===== src/rtl/seq_alu_pkg.sv =====
// Shared opcode, FSM state and flag definitions for the sequential ALU.
package seq_alu_pkg;

   localparam int unsigned OP_W = 4;

   localparam logic [OP_W-1:0] OPC_ADD = 4'b0000;
   localparam logic [OP_W-1:0] OPC_SUB = 4'b0001;
   localparam logic [OP_W-1:0] OPC_MUL = 4'b0010;
   localparam logic [OP_W-1:0] OPC_DIV = 4'b0011;
   localparam logic [OP_W-1:0] OPC_MOD = 4'b0100;
   localparam logic [OP_W-1:0] OPC_AND = 4'b0101;
   localparam logic [OP_W-1:0] OPC_OR  = 4'b0110;
   localparam logic [OP_W-1:0] OPC_XOR = 4'b0111;
   localparam logic [OP_W-1:0] OPC_SHL = 4'b1000;
   localparam logic [OP_W-1:0] OPC_SHR = 4'b1001;
   localparam logic [OP_W-1:0] OPC_ROL = 4'b1010;
   localparam logic [OP_W-1:0] OPC_ROR = 4'b1011;

   typedef enum logic [OP_W-1:0] {
      OP_ADD = OPC_ADD,
      OP_SUB = OPC_SUB,
      OP_MUL = OPC_MUL,
      OP_DIV = OPC_DIV,
      OP_MOD = OPC_MOD,
      OP_AND = OPC_AND,
      OP_OR  = OPC_OR,
      OP_XOR = OPC_XOR,
      OP_SHL = OPC_SHL,
      OP_SHR = OPC_SHR,
      OP_ROL = OPC_ROL,
      OP_ROR = OPC_ROR
   } alu_op_t;

   typedef enum logic [1:0] {
      ST_IDLE,
      ST_MUL,
      ST_DIV,
      ST_DONE
   } alu_state_t;

   typedef struct packed {
      logic n;
      logic z;
      logic c;
      logic v;
   } alu_flags_t;

endpackage


===== src/rtl/seq_alu_if.sv =====
// Request/result handshake bundle between a requester and seq_alu.
interface seq_alu_if #(
   parameter int unsigned WIDTH = 8
);
   import seq_alu_pkg::*;

   logic                  in_valid;
   logic                  in_ready;
   logic [WIDTH-1:0]      a;
   logic [WIDTH-1:0]      b;
   logic [OP_W-1:0]       op;
   logic                  out_valid;
   logic                  out_ready;
   logic [2*WIDTH-1:0]    result;
   logic                  n;
   logic                  z;
   logic                  c;
   logic                  v;
   logic                  err;

   modport master (
      output in_valid, a, b, op, out_ready,
      input  in_ready, out_valid, result, n, z, c, v, err
   );

   modport slave (
      input  in_valid, a, b, op, out_ready,
      output in_ready, out_valid, result, n, z, c, v, err
   );

endinterface


===== src/rtl/seq_alu_divider.sv =====
// Unsigned restoring divider, one quotient bit per cycle; the start cycle
// performs the first step straight from the inputs so o_done rises WIDTH edges later.
module seq_alu_divider #(
   parameter int unsigned WIDTH = 8
) (
   input  logic             clk,
   input  logic             rst_n,
   input  logic             i_start,
   input  logic [WIDTH-1:0] i_dividend,
   input  logic [WIDTH-1:0] i_divisor,
   output logic             o_done,
   output logic [WIDTH-1:0] o_quotient,
   output logic [WIDTH-1:0] o_remainder
);

   localparam int unsigned CW = $clog2(WIDTH);

   logic [WIDTH-1:0] r_rem, r_quo, r_dsr;
   logic [CW-1:0]    r_cnt;
   logic             r_busy, r_done;

   logic [WIDTH-1:0] w_rem_in, w_quo_in, w_dsr_in, w_rem_nxt, w_quo_nxt;
   logic [WIDTH:0]   w_shift, w_trial;
   logic             w_ge;

   assign w_rem_in  = i_start ? '0         : r_rem;
   assign w_quo_in  = i_start ? i_dividend : r_quo;
   assign w_dsr_in  = i_start ? i_divisor  : r_dsr;

   // Shifted partial remainder can exceed WIDTH bits, so compare before subtracting
   assign w_shift   = {w_rem_in, w_quo_in[WIDTH-1]};
   assign w_ge      = (w_shift >= {1'b0, w_dsr_in});
   assign w_trial   = w_shift - {1'b0, w_dsr_in};
   assign w_rem_nxt = w_ge ? w_trial[WIDTH-1:0] : w_shift[WIDTH-1:0];
   assign w_quo_nxt = {w_quo_in[WIDTH-2:0], w_ge};

   always_ff @(posedge clk or negedge rst_n) begin
      if (!rst_n) begin
         r_rem  <= '0;
         r_quo  <= '0;
         r_dsr  <= '0;
         r_cnt  <= '0;
         r_busy <= 1'b0;
         r_done <= 1'b0;
      end else begin
         r_done <= 1'b0;
         if (i_start) begin
            r_rem  <= w_rem_nxt;
            r_quo  <= w_quo_nxt;
            r_dsr  <= i_divisor;
            r_cnt  <= CW'(1);
            r_busy <= 1'b1;
         end else if (r_busy) begin
            r_rem <= w_rem_nxt;
            r_quo <= w_quo_nxt;
            r_cnt <= r_cnt + CW'(1);
            if (r_cnt == CW'(WIDTH-1)) begin
               r_busy <= 1'b0;
               r_done <= 1'b1;
            end
         end
      end
   end

   assign o_done      = r_done;
   assign o_quotient  = r_quo;
   assign o_remainder = r_rem;

endmodule


===== src/rtl/seq_alu.sv =====
// Sequential ALU: single-cycle arithmetic/logic/shift, shift-add multiply,
// restoring divide. Define SEQ_ALU_ROT_EN to enable ROL/ROR opcodes.
module seq_alu
   import seq_alu_pkg::*;
#(
   parameter int unsigned WIDTH = 8
) (
   input  logic        clk,
   input  logic        rst_n,
   seq_alu_if.slave    bus
);

   localparam int unsigned CW  = $clog2(WIDTH);
   localparam int unsigned RW  = 2 * WIDTH;
   localparam int unsigned SHW = WIDTH + 1;

   alu_state_t       r_state, w_state_nxt;
   alu_op_t          r_op, w_op_nxt, w_op;
   logic [CW-1:0]    r_cnt, w_cnt_nxt;
   logic [RW-1:0]    r_mcand, w_mcand_nxt, r_acc, w_acc_nxt, w_acc_add;
   logic [WIDTH-1:0] r_mplier, w_mplier_nxt;
   logic [RW-1:0]    r_result, w_result_nxt;
   alu_flags_t       r_flags, w_flags_nxt;
   logic             r_err, w_err_nxt;
   logic             r_out_valid, w_out_valid_nxt;
   logic             r_in_ready, w_in_ready_nxt;

   logic [RW-1:0]    w_sc_res, w_a_ext, w_div_res;
   alu_flags_t       w_sc_flags;
   logic             w_sc_err, w_sc_bad, w_shift_oor;
   logic [WIDTH:0]   w_sum, w_dif;
   logic             w_div_start, w_div_done;
   logic [WIDTH-1:0] w_quo, w_rem;

   assign w_op        = alu_op_t'(bus.op);
   assign w_a_ext     = RW'(bus.a);
   assign w_sum       = {1'b0, bus.a} + {1'b0, bus.b};
   assign w_dif       = {1'b0, bus.a} - {1'b0, bus.b};
   assign w_shift_oor = (SHW'(bus.b) >= SHW'(RW));
   assign w_acc_add   = r_acc + (r_mplier[0] ? r_mcand : '0);
   assign w_div_res   = (r_op == OP_MOD) ? RW'(w_rem) : RW'(w_quo);

`ifdef SEQ_ALU_ROT_EN
   localparam logic [WIDTH-1:0] W_VAL = WIDTH'(WIDTH);
   logic [WIDTH-1:0] w_rot_amt, w_rol, w_ror;
   assign w_rot_amt = bus.b % W_VAL;
   assign w_rol     = (bus.a << w_rot_amt) | (bus.a >> (W_VAL - w_rot_amt));
   assign w_ror     = (bus.a >> w_rot_amt) | (bus.a << (W_VAL - w_rot_amt));
`endif

   seq_alu_divider #(.WIDTH(WIDTH)) u_div (
      .clk         (clk),
      .rst_n       (rst_n),
      .i_start     (w_div_start),
      .i_dividend  (bus.a),
      .i_divisor   (bus.b),
      .o_done      (w_div_done),
      .o_quotient  (w_quo),
      .o_remainder (w_rem)
   );

   // Single-cycle datapath, evaluated on the live request
   always_comb begin
      w_sc_res   = '0;
      w_sc_flags = '0;
      w_sc_err   = 1'b0;
      w_sc_bad   = 1'b0;
      case (w_op)
         OP_ADD: begin
            w_sc_res     = RW'(w_sum[WIDTH-1:0]);
            w_sc_flags.c = w_sum[WIDTH];
            w_sc_flags.v = (bus.a[WIDTH-1] == bus.b[WIDTH-1]) && (w_sum[WIDTH-1] != bus.a[WIDTH-1]);
         end
         OP_SUB: begin
            w_sc_res     = RW'(w_dif[WIDTH-1:0]);
            w_sc_flags.c = w_dif[WIDTH];
            w_sc_flags.v = (bus.a[WIDTH-1] != bus.b[WIDTH-1]) && (w_dif[WIDTH-1] != bus.a[WIDTH-1]);
         end
         OP_MUL: w_sc_res = '0;
         OP_DIV: begin
            w_sc_res = '1;
            w_sc_err = 1'b1;
         end
         OP_MOD: begin
            w_sc_res = w_a_ext;
            w_sc_err = 1'b1;
         end
         OP_AND: w_sc_res = RW'(bus.a & bus.b);
         OP_OR:  w_sc_res = RW'(bus.a | bus.b);
         OP_XOR: w_sc_res = RW'(bus.a ^ bus.b);
         OP_SHL: w_sc_res = w_shift_oor ? '0 : (w_a_ext << bus.b);
         OP_SHR: w_sc_res = w_shift_oor ? '0 : RW'(bus.a >> bus.b);
`ifdef SEQ_ALU_ROT_EN
         OP_ROL: begin
            w_sc_res     = RW'(w_rol);
            w_sc_flags.c = (w_rot_amt != '0) && w_rol[0];
         end
         OP_ROR: begin
            w_sc_res     = RW'(w_ror);
            w_sc_flags.c = (w_rot_amt != '0) && w_ror[WIDTH-1];
         end
`endif
         default: begin
            w_sc_err = 1'b1;
            w_sc_bad = 1'b1;
         end
      endcase
      if (!w_sc_bad) begin
         w_sc_flags.n = (w_op == OP_SHL) ? w_sc_res[RW-1] : w_sc_res[WIDTH-1];
         w_sc_flags.z = ~|w_sc_res;
      end
   end

   // Next-state and next-register logic
   always_comb begin
      w_state_nxt     = r_state;
      w_op_nxt        = r_op;
      w_cnt_nxt       = r_cnt;
      w_mcand_nxt     = r_mcand;
      w_mplier_nxt    = r_mplier;
      w_acc_nxt       = r_acc;
      w_result_nxt    = r_result;
      w_flags_nxt     = r_flags;
      w_err_nxt       = r_err;
      w_out_valid_nxt = r_out_valid;
      w_in_ready_nxt  = r_in_ready;
      w_div_start     = 1'b0;
      case (r_state)
         ST_IDLE: begin
            w_in_ready_nxt = 1'b1;
            if (r_in_ready && bus.in_valid) begin
               w_op_nxt       = w_op;
               w_cnt_nxt      = '0;
               w_in_ready_nxt = 1'b0;
               if (w_op == OP_MUL) begin
                  w_state_nxt  = ST_MUL;
                  w_mcand_nxt  = w_a_ext;
                  w_mplier_nxt = bus.b;
                  w_acc_nxt    = '0;
               end else if ((w_op == OP_DIV || w_op == OP_MOD) && (bus.b != '0)) begin
                  w_state_nxt  = ST_DIV;
                  w_div_start  = 1'b1;
               end else begin
                  w_state_nxt     = ST_DONE;
                  w_out_valid_nxt = 1'b1;
                  w_result_nxt    = w_sc_res;
                  w_flags_nxt     = w_sc_flags;
                  w_err_nxt       = w_sc_err;
               end
            end
         end
         ST_MUL: begin
            w_acc_nxt    = w_acc_add;
            w_mcand_nxt  = r_mcand << 1;
            w_mplier_nxt = r_mplier >> 1;
            w_cnt_nxt    = r_cnt + CW'(1);
            if (r_cnt == CW'(WIDTH-1)) begin
               w_state_nxt     = ST_DONE;
               w_out_valid_nxt = 1'b1;
               w_result_nxt    = w_acc_add;
               w_flags_nxt     = '0;
               w_flags_nxt.n   = w_acc_add[RW-1];
               w_flags_nxt.z   = ~|w_acc_add;
               w_err_nxt       = 1'b0;
            end
         end
         ST_DIV: begin
            if (w_div_done) begin
               w_state_nxt     = ST_DONE;
               w_out_valid_nxt = 1'b1;
               w_result_nxt    = w_div_res;
               w_flags_nxt     = '0;
               w_flags_nxt.n   = w_div_res[WIDTH-1];
               w_flags_nxt.z   = ~|w_div_res;
               w_err_nxt       = 1'b0;
            end
         end
         ST_DONE: begin
            if (bus.out_ready) begin
               w_state_nxt     = ST_IDLE;
               w_out_valid_nxt = 1'b0;
               w_in_ready_nxt  = 1'b1;
            end
         end
         default: w_state_nxt = ST_IDLE;
      endcase
   end

   always_ff @(posedge clk or negedge rst_n) begin
      if (!rst_n) begin
         r_state     <= ST_IDLE;
         r_op        <= OP_ADD;
         r_cnt       <= '0;
         r_mcand     <= '0;
         r_mplier    <= '0;
         r_acc       <= '0;
         r_result    <= '0;
         r_flags     <= '0;
         r_err       <= 1'b0;
         r_out_valid <= 1'b0;
         r_in_ready  <= 1'b0;
      end else begin
         r_state     <= w_state_nxt;
         r_op        <= w_op_nxt;
         r_cnt       <= w_cnt_nxt;
         r_mcand     <= w_mcand_nxt;
         r_mplier    <= w_mplier_nxt;
         r_acc       <= w_acc_nxt;
         r_result    <= w_result_nxt;
         r_flags     <= w_flags_nxt;
         r_err       <= w_err_nxt;
         r_out_valid <= w_out_valid_nxt;
         r_in_ready  <= w_in_ready_nxt;
      end
   end

   assign bus.in_ready  = r_in_ready;
   assign bus.out_valid = r_out_valid;
   assign bus.result    = r_result;
   assign bus.n         = r_flags.n;
   assign bus.z         = r_flags.z;
   assign bus.c         = r_flags.c;
   assign bus.v         = r_flags.v;
   assign bus.err       = r_err;

endmodule


===== src/flat_wrapper.sv =====
// flat-port wrapper written by rule: the top's interface ports become plain ports
module seq_alu_flat import seq_alu_pkg::*;
#(
   parameter int unsigned WIDTH = 8
)
  (clk, rst_n, bus_in_valid, bus_a, bus_b, bus_op, bus_out_ready, bus_in_ready, bus_out_valid, bus_result, bus_n, bus_z, bus_c, bus_v, bus_err);
  seq_alu_if #(.WIDTH(WIDTH)) bus_i ();
  input  logic clk;
  input  logic rst_n;
  input wire logic [$bits(bus_i.in_valid)-1:0] bus_in_valid;
  input wire logic [$bits(bus_i.a)-1:0] bus_a;
  input wire logic [$bits(bus_i.b)-1:0] bus_b;
  input wire logic [$bits(bus_i.op)-1:0] bus_op;
  input wire logic [$bits(bus_i.out_ready)-1:0] bus_out_ready;
  output wire logic [$bits(bus_i.in_ready)-1:0] bus_in_ready;
  output wire logic [$bits(bus_i.out_valid)-1:0] bus_out_valid;
  output wire logic [$bits(bus_i.result)-1:0] bus_result;
  output wire logic [$bits(bus_i.n)-1:0] bus_n;
  output wire logic [$bits(bus_i.z)-1:0] bus_z;
  output wire logic [$bits(bus_i.c)-1:0] bus_c;
  output wire logic [$bits(bus_i.v)-1:0] bus_v;
  output wire logic [$bits(bus_i.err)-1:0] bus_err;
  assign bus_i.in_valid = bus_in_valid;
  assign bus_i.a = bus_a;
  assign bus_i.b = bus_b;
  assign bus_i.op = bus_op;
  assign bus_i.out_ready = bus_out_ready;
  assign bus_in_ready = bus_i.in_ready;
  assign bus_out_valid = bus_i.out_valid;
  assign bus_result = bus_i.result;
  assign bus_n = bus_i.n;
  assign bus_z = bus_i.z;
  assign bus_c = bus_i.c;
  assign bus_v = bus_i.v;
  assign bus_err = bus_i.err;
  seq_alu #(.WIDTH(WIDTH)) u_core (.clk(clk), .rst_n(rst_n), .bus(bus_i));
endmodule

===== config.mk =====
export PLATFORM = sky130hd
export DESIGN_NAME = seq_alu_flat
export DESIGN_NICKNAME = d
export VERILOG_FILES = /design/src/rtl/seq_alu_pkg.sv /design/src/rtl/seq_alu_if.sv /design/src/rtl/seq_alu_divider.sv /design/src/rtl/seq_alu.sv /design/src/flat_wrapper.sv
export SDC_FILE = /design/constraint.sdc
export NUM_CORES = 1
export LEC_CHECK = 0
export BUFFER_PORTS_ARGS = -buffer_cell sky130_fd_sc_hd__buf_4
export CORE_ASPECT_RATIO = 0.6
export CORE_MARGIN = 4
export CORE_UTILIZATION = 45
export CTS_CLUSTER_SIZE = 28
export DETAILED_ROUTE_END_ITERATION = 10
export PLACE_DENSITY = 0.66
export SLEW_MARGIN = 20
export SYNTH_ARGS = -nofsm -noshare
export SYNTH_HDL_FRONTEND = slang
export SYNTH_SLANG_ARGS = --single-unit

===== constraint.sdc =====
create_clock -name clk -period 4.4 [get_ports clk]
set_clock_uncertainty 0.2 [all_clocks]
set_input_delay 0.88 -clock clk [delete_from_list [all_inputs] [get_ports clk]]
set_output_delay 0.88 -clock clk [all_outputs]
set_load 0.01 [all_outputs]

[Yosys cells after proc, flatten, opt, wreduce, memory -nomap -nowiden]
Index checks and enable logic that the tools add are counted.
Word-level totals
  register bits after elaboration: 101
  input bits: 24
  output and inout port bits: 23
  word-level logic and storage cells: 161
Operators by class
  $add $sub $neg: 6
  $lt $le $gt $ge: 2
  equality and inequality tests: 26
  shift operators: 2
  muxes and demuxes: 75
  bitwise logic cells: 3
  reduce and logical (&&, ||, !) cells: 27
Operators by type and width (number)
  $mux W16: 12
  $pmux W16 S9: 1
  $mux W8: 11
  $pmux W16 S2: 2
  $pmux W16 S3: 1
  $reduce_or A16 Y1: 3
  $mux W1: 26
  $eq A4 B3 Y1 const B: 5
  $mux W4: 5
  $add A16 B16 Y16: 1
  $pmux W8 S2: 1
  $shl A8 B8 Y16: 1
  $shr A8 B8 Y16: 1
  $mux W2: 6
  $pmux W4 S3: 1
  $reduce_and A6 Y1: 2
  $reduce_or A10 Y1: 1
  $add A8 B8 Y9: 1
  $ge A9 B8 Y1: 1
  $mux W3: 3
  $sub A8 B8 Y9: 1
  $and A8 B8 Y8: 1
  $eq A4 B2 Y1 const B: 2
  $eq A4 B4 Y1 const B: 2
  other kinds (31): 50

[Logic depth before layout (Yosys ltp)]
  depth after elaboration: 12
  gate-level depth with buffers: 17
  gate-level depth less buffers: 14

[Hierarchy]
From an unflattened synthesis, not the netlist that was laid out.
Second synthesis, totals
  cells, all modules: 1021
  area, all modules: 8574.5 um2
Modules (own cells, without submodules)
  seq_alu: instances 1, cells each 850, area an instance 6827.8 um2, seq. area each 1801.7 um2
  seq_alu_divider: instances 1, cells each 171, area an instance 1746.7 um2, seq. area each 725.7 um2

[Worst setup path after synthesis]
Ideal clock, no wire load.
  path kind: input to register
  from: input port bus_b[0]
  to: register u_core.u_div.r_rem[0], in the netlist u_core.u_div.o_remainder[0]
  setup time: 77 ps
  arrival: 4322 ps
  data required time: 4123 ps
  setup slack: -200 ps
  cell stages on the path: 15
  path buffers: 2
  cell sequence: buf_4 > nor4_2 > a2bb2oi_2 > nand4_2 > clkbuf_1 > mux2i_1 > ha_1 > nor2b_1 > o21ai_0 > a21boi_0 > o31ai_1 > a21oi_1 > nor2_2 > mux2_2 > a21oi_1
On the way
  cells in the longest elaborated chain, start to end: 11
  elaborated cells on any way between the ends: 15
  classes of those cells: add/sub: 1; order compare: 1; mux: 10; reduce/logical: 3
Ends and longest elaborated chain
  from (decl): line flat_wrapper.sv:12  | input wire logic [$bits(bus_i.b)-1:0] bus_b;
  $reduce_bool A8 Y1: line seq_alu.sv:140  | end else if ((w_op == OP_DIV || w_op == OP_MOD) && (bus.b != '0)) begin
  $logic_and A1 B1 Y1: line seq_alu.sv:140
  $mux W1: line seq_alu.sv:140
  $mux W1: line seq_alu.sv:135  | if (w_op == OP_MUL) begin
  $mux W1: line seq_alu.sv:131  | if (r_in_ready && bus.in_valid) begin
  $mux W1: line seq_alu.sv:128  | case (r_state)
  $mux W8, on equally long branches
  $sub A8 B8 Y8 / $ge A9 B8 Y1 (equally long branches): line seq_alu_divider.sv:33, seq_alu_divider.sv:32
  $mux W8: line seq_alu_divider.sv:34  | assign w_rem_nxt = w_ge ? w_trial[WIDTH-1:0] : w_shift[WIDTH-1:0];
  $mux W8: line seq_alu_divider.sv:53  | end else if (r_busy) begin
  $mux W8: line seq_alu_divider.sv:47  | if (i_start) begin
  to (signal assigned): line seq_alu_divider.sv:48  | r_rem <= w_rem_nxt;
  to (signal assigned): line seq_alu_divider.sv:54  | r_rem <= w_rem_nxt;
  to (decl): line seq_alu_divider.sv:18  | logic [WIDTH-1:0] r_rem, r_quo, r_dsr;
Several ways; a longest one is shown, not always the timed one. The select of a mux whose other input is x is not followed.
A chain may end at the register's enable or synchronous reset.

[Worst setup path after layout]
  from: input port bus_op[2]
  to: register u_core.u_div.r_rem[6], in the netlist u_core.u_div.o_remainder[6]
On the way
  cells in the longest elaborated chain, start to end: 12
  elaborated cells on any way between the ends: 18
  classes of those cells: add/sub: 1; order compare: 1; eq/ne: 3; mux: 10; reduce/logical: 3
Ends and longest elaborated chain
  from (decl): line flat_wrapper.sv:13  | input wire logic [$bits(bus_i.op)-1:0] bus_op;
  $eq A4 B2 Y1 / $eq A4 B3 Y1 (equally long branches): line seq_alu.sv:140
  $logic_or A1 B1 Y1: line seq_alu.sv:140
  $logic_and A1 B1 Y1: line seq_alu.sv:140
  $mux W1: line seq_alu.sv:140
  $mux W1 *: line seq_alu.sv:135
  $mux W1 *: line seq_alu.sv:131
  $mux W1 *: line seq_alu.sv:128
  $mux W8, on equally long branches
  $sub A8 B8 Y8 / $ge A9 B8 Y1 (equally long branches): line seq_alu_divider.sv:33, seq_alu_divider.sv:32
  $mux W8: line seq_alu_divider.sv:34
  $mux W8: line seq_alu_divider.sv:53
  $mux W8: line seq_alu_divider.sv:47
Every way passes the cells marked *; elsewhere a longest branch is shown, timed or not. The select of a mux whose other input is x is not followed.

==> out/results.tsv <==
metric	value	unit
crit-path max FO	11	
Final GP Congestion	0.978	
Seq/Total Area, Yosys	30.3	%
initial antenna violation count	0	
Max Slew Vio Count	0	
worst vdd ir	404	uV
worst slew pin tran	0.789	ns
setup ws final	0.271	ns
wirelength, routed	26200	um
initial DRC count	839	
Netlist cell types	80	
vias per inst	6.06	
Pleak	4.26	nW
post-route setup TNS	0	ns
Crit Path Class	input port to flop	
layout cells sized above 1	14.9	%
fin util	52.3	%
Pwr Density	559	nW/um2
Sw Ratio	45.2	%
Die X	184	um
critical-path cell list	buf_4 > nor4bb_1 > buf_4 > a2bb2oi_4 > nand4_2 > buf_4 > buf_4 > and2_1 > ha_1 > o21ai_0 > a21boi_1 > o31ai_2 > a21oi_2 > nor2_4 > buf_4 > mux2i_1 > a21oi_1	
# IOs	47	
area growth from synthesis to layout	13.8	%
R2R Path Start	u_core.r_mplier[0]	
reg2reg setup slack	0.65	ns
fmax	0.242	GHz
Initial DRT Pass Iterations	6	
GRT overflow	0	
final setup fails	0	
wire length of the first global-routing pass	41500	um
final hold violation count	0	
Rows	38	
CTS tree	built	
root buf cell	clkbuf_16	
Flop pwr share	29.2	%
Clock Pin Slew Worst Setup and Hold Paths	0.07	ns
Critical Path Stages	17	
drt wl/cell	20.4	um
register bit total from synthesis	101	
CP Launch Point	bus_op[2]	
antenna viol nets, final	0	
CP delay by family, top	compound AO/OA/AOI/OAI gates	
CTS sink count	101	
vias in the first global route	7139	
Initial Util	46.0	%
Final nets	1121	
Post-Syn Area	8330	um2
sw power	2.39	mW
Mapped Nets	1079	
Setup WS pre-CTS	-0.236	ns
DP HPWL	19900	um
Clk pwr share	16.0	%
crit-path max cell delay	0.30	ns
largest net degree at the start of global routing	53	
full die area	20800	um2
Critical Path End	u_core.u_div.o_remainder[6]	
# hold bufs at CTS	0	
share of synthesized registers carrying an async set or reset	100	%
via count	7765	
Placeable Area	18100	um2
# port buffers	46	
Max Buffers Root-to-Sink	2	
CP startpoint kind	input port	
Worst Path Arrival	4.15	ns
synthesized area per cell	8.38	um2
Post-synth EDFFs	0	
Max-Slew Margin vs Limit	47.3	%
crit-path most repeated cell	buf_4	
Synth Flop Type	dfrtp_1	
die height	113	um
min-delay worst type	flop to flop	
crit path max-delay cell type	o31ai_2	
CTS H-tree depth	3	
Ant. Diodes	0	
Clock Latency Late Sink	0.36	ns
outcome	finished, final reports clean	
Comb power frac	54.8	%
CP Buf/Inv Count	5	
Pint	2.91	mW
CTS Buf Count	9	
Critical Path RT	4.43	ns
Max-Cap Viols	0	
post-CTS setup buffer count	0	
Total GRT Usage	25.2	%
CP Capture Type	flop	
reg2reg end	u_core.bus.z	
Worst R2R Path Depth	9	
RSZ-0062 raised after global routing	no	
hold slack final	0.269	ns
Synth Warn #	0	
DRC	0	
post-route clock period utilization	93.8	%
Tmin final	4.13	ns
Cells after Synth	995	
cells by family after synthesis:
kind of cell,synth area share [%]
AO/OA/AOI/OAI,21.2
AND/OR/NAND/NOR,20.9
XOR/XNOR,2.10
adder cells (fa/ha/maj),9.37
multiplexers,10.9
buffers and inverters,5.25
flip-flops,30.3
stage by stage:
step                std cells  cell area (um2)  power [mW]
floorplan                 995             8360        3.42
global route             1282             9480        5.72
detailed placement       1266             9160        4.41
global placement         1266             9160        4.37
CTS                      1282             9460        5.27
finish                   1282             9480        5.30
sequential cells by signal (all words and copies together) (netlist names):
register                  cells
u_core.bus.v                  1
u_core.bus.z                  1
u_core.u_div.o_remainder      8
u_core.u_div.r_dsr            8
u_core.u_div.o_done           1
u_core.bus.result            16
u_core.bus.out_valid          1
u_core.r_op                   4
u_core.u_div.r_cnt            3
u_core.r_mplier               8
u_core.u_div.o_quotient       8
u_core.bus.err                1
u_core.bus.n                  1
u_core.r_mcand               16
u_core.bus.in_ready           1
u_core.r_cnt                  3
u_core.bus.c                  1
u_core.r_acc                 16
u_core.r_state                2
u_core.u_div.r_busy           1
Yosys cell counts (4+ instances only):
cell type / instances / share of area (%)
a211o_1: 4 / 0.42
nor2b_1: 9 / 0.68
a2111oi_0: 6 / 0.63
inv_1: 44 / 2.0
mux2_2: 9 / 1.2
mux2i_1: 65 / 7.8
dfrtp_1: 101 / 30
nand2b_1: 11 / 0.83
nor2_1: 72 / 3.2
o211ai_1: 11 / 0.99
mux4_2: 7 / 1.9
a21oi_1: 59 / 3.5
buf_1: 6 / 0.27
a31oi_1: 8 / 0.60
fa_1: 4 / 0.96
or3_1: 9 / 0.68
nand2_1: 124 / 5.6
nor3_1: 25 / 1.5
a21o_1: 14 / 1.3
a221o_1: 5 / 0.60
nor4_1: 11 / 0.83
and2_1: 23 / 1.7
nand4_1: 6 / 0.45
o22ai_1: 6 / 0.45
nand3b_1: 4 / 0.36
buf_2: 5 / 0.30
clkbuf_1: 55 / 2.5
a211oi_1: 12 / 1.1
xnor2_1: 15 / 1.6
o21bai_1: 6 / 0.54
a22o_1: 7 / 0.74
or2_2: 5 / 0.38
ha_1: 56 / 8.4
nand3_1: 8 / 0.48
o31ai_1: 10 / 0.90
xor2_1: 5 / 0.53
and3_1: 6 / 0.45
o21ai_0: 85 / 5.1
or4_1: 10 / 0.90
how the worst min path moves through the flow:
| stage | from | end | slack (ns) | depth (start not counted) |
|---|---|---|---|---|
| finish | u_core.bus.result[1] | u_core.bus.result[1] | 0.27 | 2 |
| global route | u_core.r_op[2] | u_core.r_op[2] | 0.32 | 2 |
| floorplan | u_core.r_op[2] | u_core.r_op[2] | 0.24 | 2 |
| global placement | u_core.bus.result[1] | u_core.bus.result[1] | 0.25 | 2 |
| CTS | u_core.bus.result[1] | u_core.bus.result[1] | 0.28 | 2 |
| detailed placement | u_core.bus.result[1] | u_core.bus.result[1] | 0.26 | 2 |
cells in the final DEF (no fill, tap or decap), types with 15 or more instances in the layout:
cell type  synthesis  final
a21oi_1           59     58
and2_1            23     23
buf_4              1     97
dfrtp_1          101    101
ha_1              56     55
inv_1             44     44
mux2i_1           65     64
nand2_1          124    124
nor2_1            72     71
nor3_1            25     25
o21ai_0           85     85
xnor2_1           15     15
cell type report:
type                            count  area, um2
Clock buffer                       10        239
Clock inverter                      6       70.1
Fill cell                        1666       8630
Inverter                           47        176
Multi-Input combinational cell    780       5420
Sequential cell                   101       2530
Tap cell                          240        300
Timing Repair Buffer               98        748
per-layer routing:
layer / vias to the layer above / GRT usage (%) / routed length [um]
met5: - / 0 / 0
met4: 0 / 3.79 / 232
met3: 22 / 9.50 / 3060
met2: 364 / 31.6 / 9800
met1: 3686 / 40.9 / 13100
li1: 3693 / - / -
worst register-to-register path: cells and delay by family, from the launching register on:
family | cells | cell delay (ns)
adder cells (fa/ha/maj) | 2 | 0.65
AND/OR/NAND/NOR | 6 | 1.93
AO/OA/AOI/OAI | 1 | 0.21
flip-flops | 1 | 0.68
what timing repair did:
item | in CTS | in global routing
setup endpoints to repair | 0 | 9
hold endpoints to repair | 0 | 0
gates resized for setup | 0 | 3
power by group through the flow:
stage          registers [mW]  logic (mW)  clock network [mW]
5_1_grt                  1.59        3.24               0.894
2_1_floorplan            1.47        1.95                   0
3_5_place_dp             1.56        2.85                   0
6_report                 1.55        2.91               0.849
4_1_cts                  1.54        2.87               0.866
3_3_place_gp             1.55        2.82                   0
No activity file was read; power rests on OpenSTA's default activity.
